**src/rtl/wbbus_master.sv**
```systemverilog
// rtl/wbbus_master.sv - Wishbone bus master: one single-beat read or write per core request
// Optional feature macro: WB_TIMEOUT_EN (bounded wait for ack_i, err_o flags expiry)
module wbbus_master #(
    parameter int WORD    = 16,
    parameter int TIMEOUT = 15
) (
    input  logic            clk_i,
    input  logic            rst_i,
    input  logic            req_i,
    input  logic            we_i,
    input  logic [WORD-1:0] addr_i,
    input  logic [WORD-1:0] wdata_i,
    output logic [WORD-1:0] rdata_o,
    output logic            done_o,
    output logic            err_o,
    output logic            busy_o,
    output logic            cyc_o,
    output logic            stb_o,
    output logic            we_o,
    output logic [WORD-1:0] adr_o,
    output logic [WORD-1:0] dat_o,
    input  logic [WORD-1:0] dat_i,
    input  logic            ack_i
);

    typedef enum logic [1:0] {
        IDLE = 2'd0,
        BUS  = 2'd1,
        DONE = 2'd2
    } state_t;

    state_t          state, state_nxt;
    logic            cyc_nxt, we_nxt, done_nxt, busy_nxt;
    logic [WORD-1:0] adr_nxt, dat_nxt, rdata_nxt;

    // A zero bound would expire before the first BUS cycle could ever be acked
    if (TIMEOUT < 1) begin : g_timeout_check
        $error("wbbus_master: TIMEOUT must be at least 1");
    end

`ifdef WB_TIMEOUT_EN
    localparam int CW = $clog2(TIMEOUT + 1);

    logic [CW-1:0] cnt, cnt_nxt;
    logic          err_nxt;
    logic          expired;

    // Counter holds the number of BUS cycles already spent without ack, so the
    // TIMEOUT-th BUS cycle is the one where it equals TIMEOUT-1.
    assign expired = (cnt == CW'(TIMEOUT - 1));
`else
    assign err_o = 1'b0;
`endif

    // Strobe and cycle always move together for single-beat transfers
    assign stb_o = cyc_o;

    // Next-state and next-output decode; every output is registered below
    always_comb begin
        state_nxt = state;
        cyc_nxt   = cyc_o;
        we_nxt    = we_o;
        adr_nxt   = adr_o;
        dat_nxt   = dat_o;
        rdata_nxt = rdata_o;
        busy_nxt  = busy_o;
        done_nxt  = 1'b0;
`ifdef WB_TIMEOUT_EN
        cnt_nxt   = cnt;
        err_nxt   = 1'b0;
`endif
        case (state)
            IDLE: begin
                if (req_i) begin
                    adr_nxt   = addr_i;
                    dat_nxt   = wdata_i;
                    we_nxt    = we_i;
                    cyc_nxt   = 1'b1;
                    busy_nxt  = 1'b1;
                    state_nxt = BUS;
`ifdef WB_TIMEOUT_EN
                    cnt_nxt   = '0;
`endif
                end
            end
            BUS: begin
                if (ack_i) begin
                    cyc_nxt   = 1'b0;
                    done_nxt  = 1'b1;
                    state_nxt = DONE;
                    if (!we_o) begin
                        rdata_nxt = dat_i;
                    end
                end
`ifdef WB_TIMEOUT_EN
                else if (expired) begin
                    cyc_nxt   = 1'b0;
                    done_nxt  = 1'b1;
                    err_nxt   = 1'b1;
                    state_nxt = DONE;
                end else begin
                    cnt_nxt = cnt + 1'b1;
                end
`endif
            end
            DONE: begin
                busy_nxt  = 1'b0;
                state_nxt = IDLE;
            end
            default: begin
                cyc_nxt   = 1'b0;
                busy_nxt  = 1'b0;
                state_nxt = IDLE;
            end
        endcase
    end

    // State and output registers; reset wins over any request or ack
    always_ff @(posedge clk_i) begin
        if (rst_i) begin
            state   <= IDLE;
            cyc_o   <= 1'b0;
            we_o    <= 1'b0;
            adr_o   <= '0;
            dat_o   <= '0;
            rdata_o <= '0;
            done_o  <= 1'b0;
            busy_o  <= 1'b0;
`ifdef WB_TIMEOUT_EN
            cnt     <= '0;
            err_o   <= 1'b0;
`endif
        end else begin
            state   <= state_nxt;
            cyc_o   <= cyc_nxt;
            we_o    <= we_nxt;
            adr_o   <= adr_nxt;
            dat_o   <= dat_nxt;
            rdata_o <= rdata_nxt;
            done_o  <= done_nxt;
            busy_o  <= busy_nxt;
`ifdef WB_TIMEOUT_EN
            cnt     <= cnt_nxt;
            err_o   <= err_nxt;
`endif
        end
    end

endmodule
```
**config.mk**
```make
export PLATFORM = sky130hd
export DESIGN_NAME = wbbus_master
export DESIGN_NICKNAME = d
export VERILOG_FILES = /design/src/rtl/wbbus_master.sv
export SDC_FILE = /design/constraint.sdc
export NUM_CORES = 1
export LEC_CHECK = 0
export CAP_MARGIN = 25
export CORE_ASPECT_RATIO = 1.5
export CORE_MARGIN = 3
export CORE_UTILIZATION = 42
export DETAILED_ROUTE_END_ITERATION = 10
export PLACE_DENSITY_LB_ADDON = 0.3
export SLEW_MARGIN = 40
export SYNTH_ARGS = -nofsm -noshare
export SYNTH_HDL_FRONTEND = slang
export SYNTH_SLANG_ARGS = --single-unit
export TNS_END_PERCENT = 20
```
**constraint.sdc**
```tcl
create_clock -name clk_i -period 1.5 [get_ports clk_i]
set_clock_uncertainty 0.1 [all_clocks]
set_input_delay 0.15 -clock clk_i [delete_from_list [all_inputs] [get_ports clk_i]]
set_output_delay 0.15 -clock clk_i [all_outputs]
set_load 0.1 [all_outputs]
```
After elaboration in Yosys (flattened, before gate mapping) --
Cells that the tools add are included.
Cells by class: multiplexer cells 8, eq/ne operators 4, bitwise operators 3, reductions and logical operators 7
Operator list (number):
- 2-bit AND reduction | 3
- 3-bit AND reduction | 2
- 2-bit two-way mux | 2
- 2-bit inequality test (second input constant) | 2
- 2-bit one-hot mux with 2 select lines | 1
- 1-bit two-way mux | 3
- 1-bit NOT | 3
- 1-bit one-hot mux with 3 select lines | 1
- 2-bit by 1-bit == test with 1-bit output (second input constant) | 1
- 2-bit == test (second input constant) | 1
- 2-bit logical NOT | 1
- 1-bit one-hot mux with 2 select lines | 1
- 2-bit OR reduction | 1
Storage, ports and cells: output and inout bits 54, bits of input ports 53, word-level logic and storage cells 30, flip-flop bits (word level) 54

Depth between registers and ports, before layout --
word-level depth 3, mapped depth 5, mapped depth without buffers 2

Worst setup path after synthesis --
OpenSTA, ideal clock, no wires.
path type register to register, from reg we_o, to reg rdata_o[0], setup time 121 ps, setup slack -310 ps, arrival time 1589 ps, clock period less this slack 1810 ps, cell stages (with the launch flop) 5, data required time 1279 ps, buffers on the path 2, cells stage by stage dfxtp_1 > and4bb_1 > buf_6 > buf_12 > mux2i_1
On the way: word-level cells in the longest chain between the ends 2
Ends and longest elaborated chain:
- from (decl) | line 19 | output logic we_o,
- from (signal assigned) | line 136 | we_o <= we_nxt;
- 1-bit NOT (no source line)
- 3-bit AND reduction (no source line)
- to (signal assigned) | line 139 | rdata_o <= rdata_nxt;
- to (decl) | line 13 | output logic [WORD-1:0] rdata_o,
Every way passes these cells. A chain may end at the register's enable or synchronous reset.

Worst setup path after layout --
from reg state[1], to reg rdata_o[9]
On the way: word-level cells in the longest chain between the ends 2
Ends and longest elaborated chain:
- from (decl) | line 32 | state_t state, state_nxt;
- from (signal assigned) | line 134 | state <= state_nxt;
- 2-bit by 1-bit == test with 1-bit output | line 72 | case (state)
- 3-bit AND reduction (no source line)
Every way passes these cells.

==> metrics.yaml <==
yosysWarnings: 0
layout_commonest_cell: "nand2b_1"
total_power_w: 0.00403
dp.cells: 395
finalSetupViolCount: 0
die_h_um: 99.0
grt_setup_unrepaired: "false"
grt_use_total_pct: 17.3
cts_root_buffer: "clkbuf_8"
diodes: 0
endpoint: "rdata_o[9]"
ff2ff_path_depth: 3
critical_path_class: "flip-flop to flip-flop"
die_width_um: 68.0
synth.avg_cell_area_um2: 10.3
final.period_utilization_pct: 90.0
path_clk_slew_ns: 0.09
cts_buffer_depth: 2
ctsHoldBuffers: 0
grt_pass1_vias: 1970
wire_per_inst_um: 13.7
critPathMaxStageDelay_ns: 0.41
max_freq_ghz: 0.741
initial_core_util_pct: 43.8
p_leak_nw: 1.61
endpoint_kind: "flip-flop"
crit_cells: 3
synth_cell_type_count: 17
grt_pass1_wl_um: 8940
first_pass_iters: 4
cts_tree: "built"
critPathTopFamily: "flip-flops"
cts.sink_count: 54
irDropWorstVdd_mv: 0.706
drtIter0Drc: 75
synth_area_um2: 2420
ctsResizeCount: 0
yosys_register_bits: 54
overflow: 0
status: "complete, no violations"
globalplace.congestion: 0.728
mostFrequentLayoutCells: "nand2b_1, buf_12, dfxtp_1"
vias: 1876
worstPathArrival_ns: 1.47
grt_max_degree: 105
slew_viol_final: 0
ios: 107
synthToLayoutAreaGrowth_pct: 71.3
worst-path-buf-inv: 1
reg2reg_slack_ns: 0.15
wl_um: 5510
instances_no_fill: 403
grt_antenna_before_repair: 0
crit_path_start: "state[1]"
core_um2: 5530
drc: 0
dieArea_um2: 6730
postCtsSetupRepairBufs: 0
r2r-start: "state[1]"
crit_chain: "and4bb_1 -> buf_12 -> mux2i_1"
drtAntennaViolNets: 0
portBuffers: 105
power.density_nw_per_um2: 972
viasPerCell: 4.66
clk_latency_ns: 0.30
synth_nets: 288
required_ns: 1.62
fin_crit_ns: 1.35
cts_made_buffers: 5
yosysSeqAreaShare_pct: 44.6
crit_fanout: 16
h-tree-depth: 2
hold_path_class: "primary input to flip-flop"
fin_nets: 385
maxCapViolCount: 0
synth_cells: 235
crit_path_top_delay_cell: "dfxtp_1"
hold_viol_final: 0
drive_gt1_share_pct: 20.4
worstSetupStartpointType: "flip-flop"
rows: 33
dpl.hpwl_um: 4220
r2r-end: "rdata_o[9]"
==> power breakdown <==
| part | switching [W] | internal [W] |
|---|---|---|
| registers | 0.000102 | 0.00152 |
| logic | 0.000846 | 0.000605 |
| clock network | 0.000457 | 0.000498 |
| total | 0.00141 | 0.00263 |
==> worst min path at each step <==
stage / start / endpoint / slack [ns] / cells after the start
finish: rst_i / state[1] / 0.27 / 3
global route: addr_i[10] / adr_o[10] / 0.30 / 3
CTS: rst_i / state[1] / 0.27 / 3
detailed placement: adr_o[0] / adr_o[0] / 0.40 / 2
global placement: busy_o / busy_o / 0.38 / 2
floorplan: we_i / we_o / 0.20 / 2
==> worst min-delay path, delay by kind of cell <==
| family | cells | cell delay, ns |
|---|---|---|
| buffers and inverters | 2 | 0.37 |
| AND/OR/NAND/NOR | 1 | 0.09 |
==> cell usage after synthesis <==
cell / n / area (µm²)
nand2b_1: 101 / 632
dfxtp_1: 54 / 1080
mux2i_1: 49 / 490
clkbuf_1: 10 / 37.5
buf_6: 5 / 56.3
buf_4: 3 / 22.5
a211oi_1: 2 / 15.0
nor3_1: 2 / 10.0
and4bb_1: 1 / 12.5
buf_12: 1 / 20.0
buf_2: 1 / 5.00
conb_1: 1 / 3.75
inv_1: 1 / 3.75
nand2_1: 1 / 3.75
nor3b_2: 1 / 12.5
o21a_1: 1 / 7.51
o32ai_1: 1 / 8.76
==> area by class of cell <==
type / count / area [µm²]
inverter: 1 / 3.75
sequential: 54 / 1080
tap: 70 / 87.6
clock inverter: 2 / 37.5
clock buffer: 6 / 72.6
fill: 404 / 1380
timing repair buffer: 110 / 1660
multi-input combinational: 160 / 1200
==> cells by family after synthesis <==
kind of cell | share of synthesized area [%]
muxes | 20.2
other | 0.155
and+or+nand+nor | 27.7
AOI/OAI and AO/OA | 1.29
DFF | 44.6
buffers and inverters | 5.99
==> per-layer routing <==
layer	global-route usage, %	wire length (µm)
met1	17.8	1980
met2	31.4	3100
met3	5.02	322
met4	6.74	110
met5	0	0
==> registers in the layout, indices dropped and copies added, names as in the netlist <==
register and cells:
adr_o 16, busy_o 1, cyc_o 1, dat_o 16, done_o 1, rdata_o 16, state 2, we_o 1
==> per-stage QoR <==
stage               hold slack, ns  setup WS [ns]  TNS [ns]  instance area (µm²)  util, %
CTS                          0.265          0.140         0                 4150     75.0
detailed placement           0.404        -0.0510    -0.600                 4040     73.0
floorplan                    0.198         -0.124    -0.124                 2420        -
finish                       0.269          0.150         0                 4150     75.0
global placement             0.383        -0.0111    -0.179                 4040     73.0
global route                 0.300         0.0791         0                 4150     75.0
(Power assumes the default switching activity.)
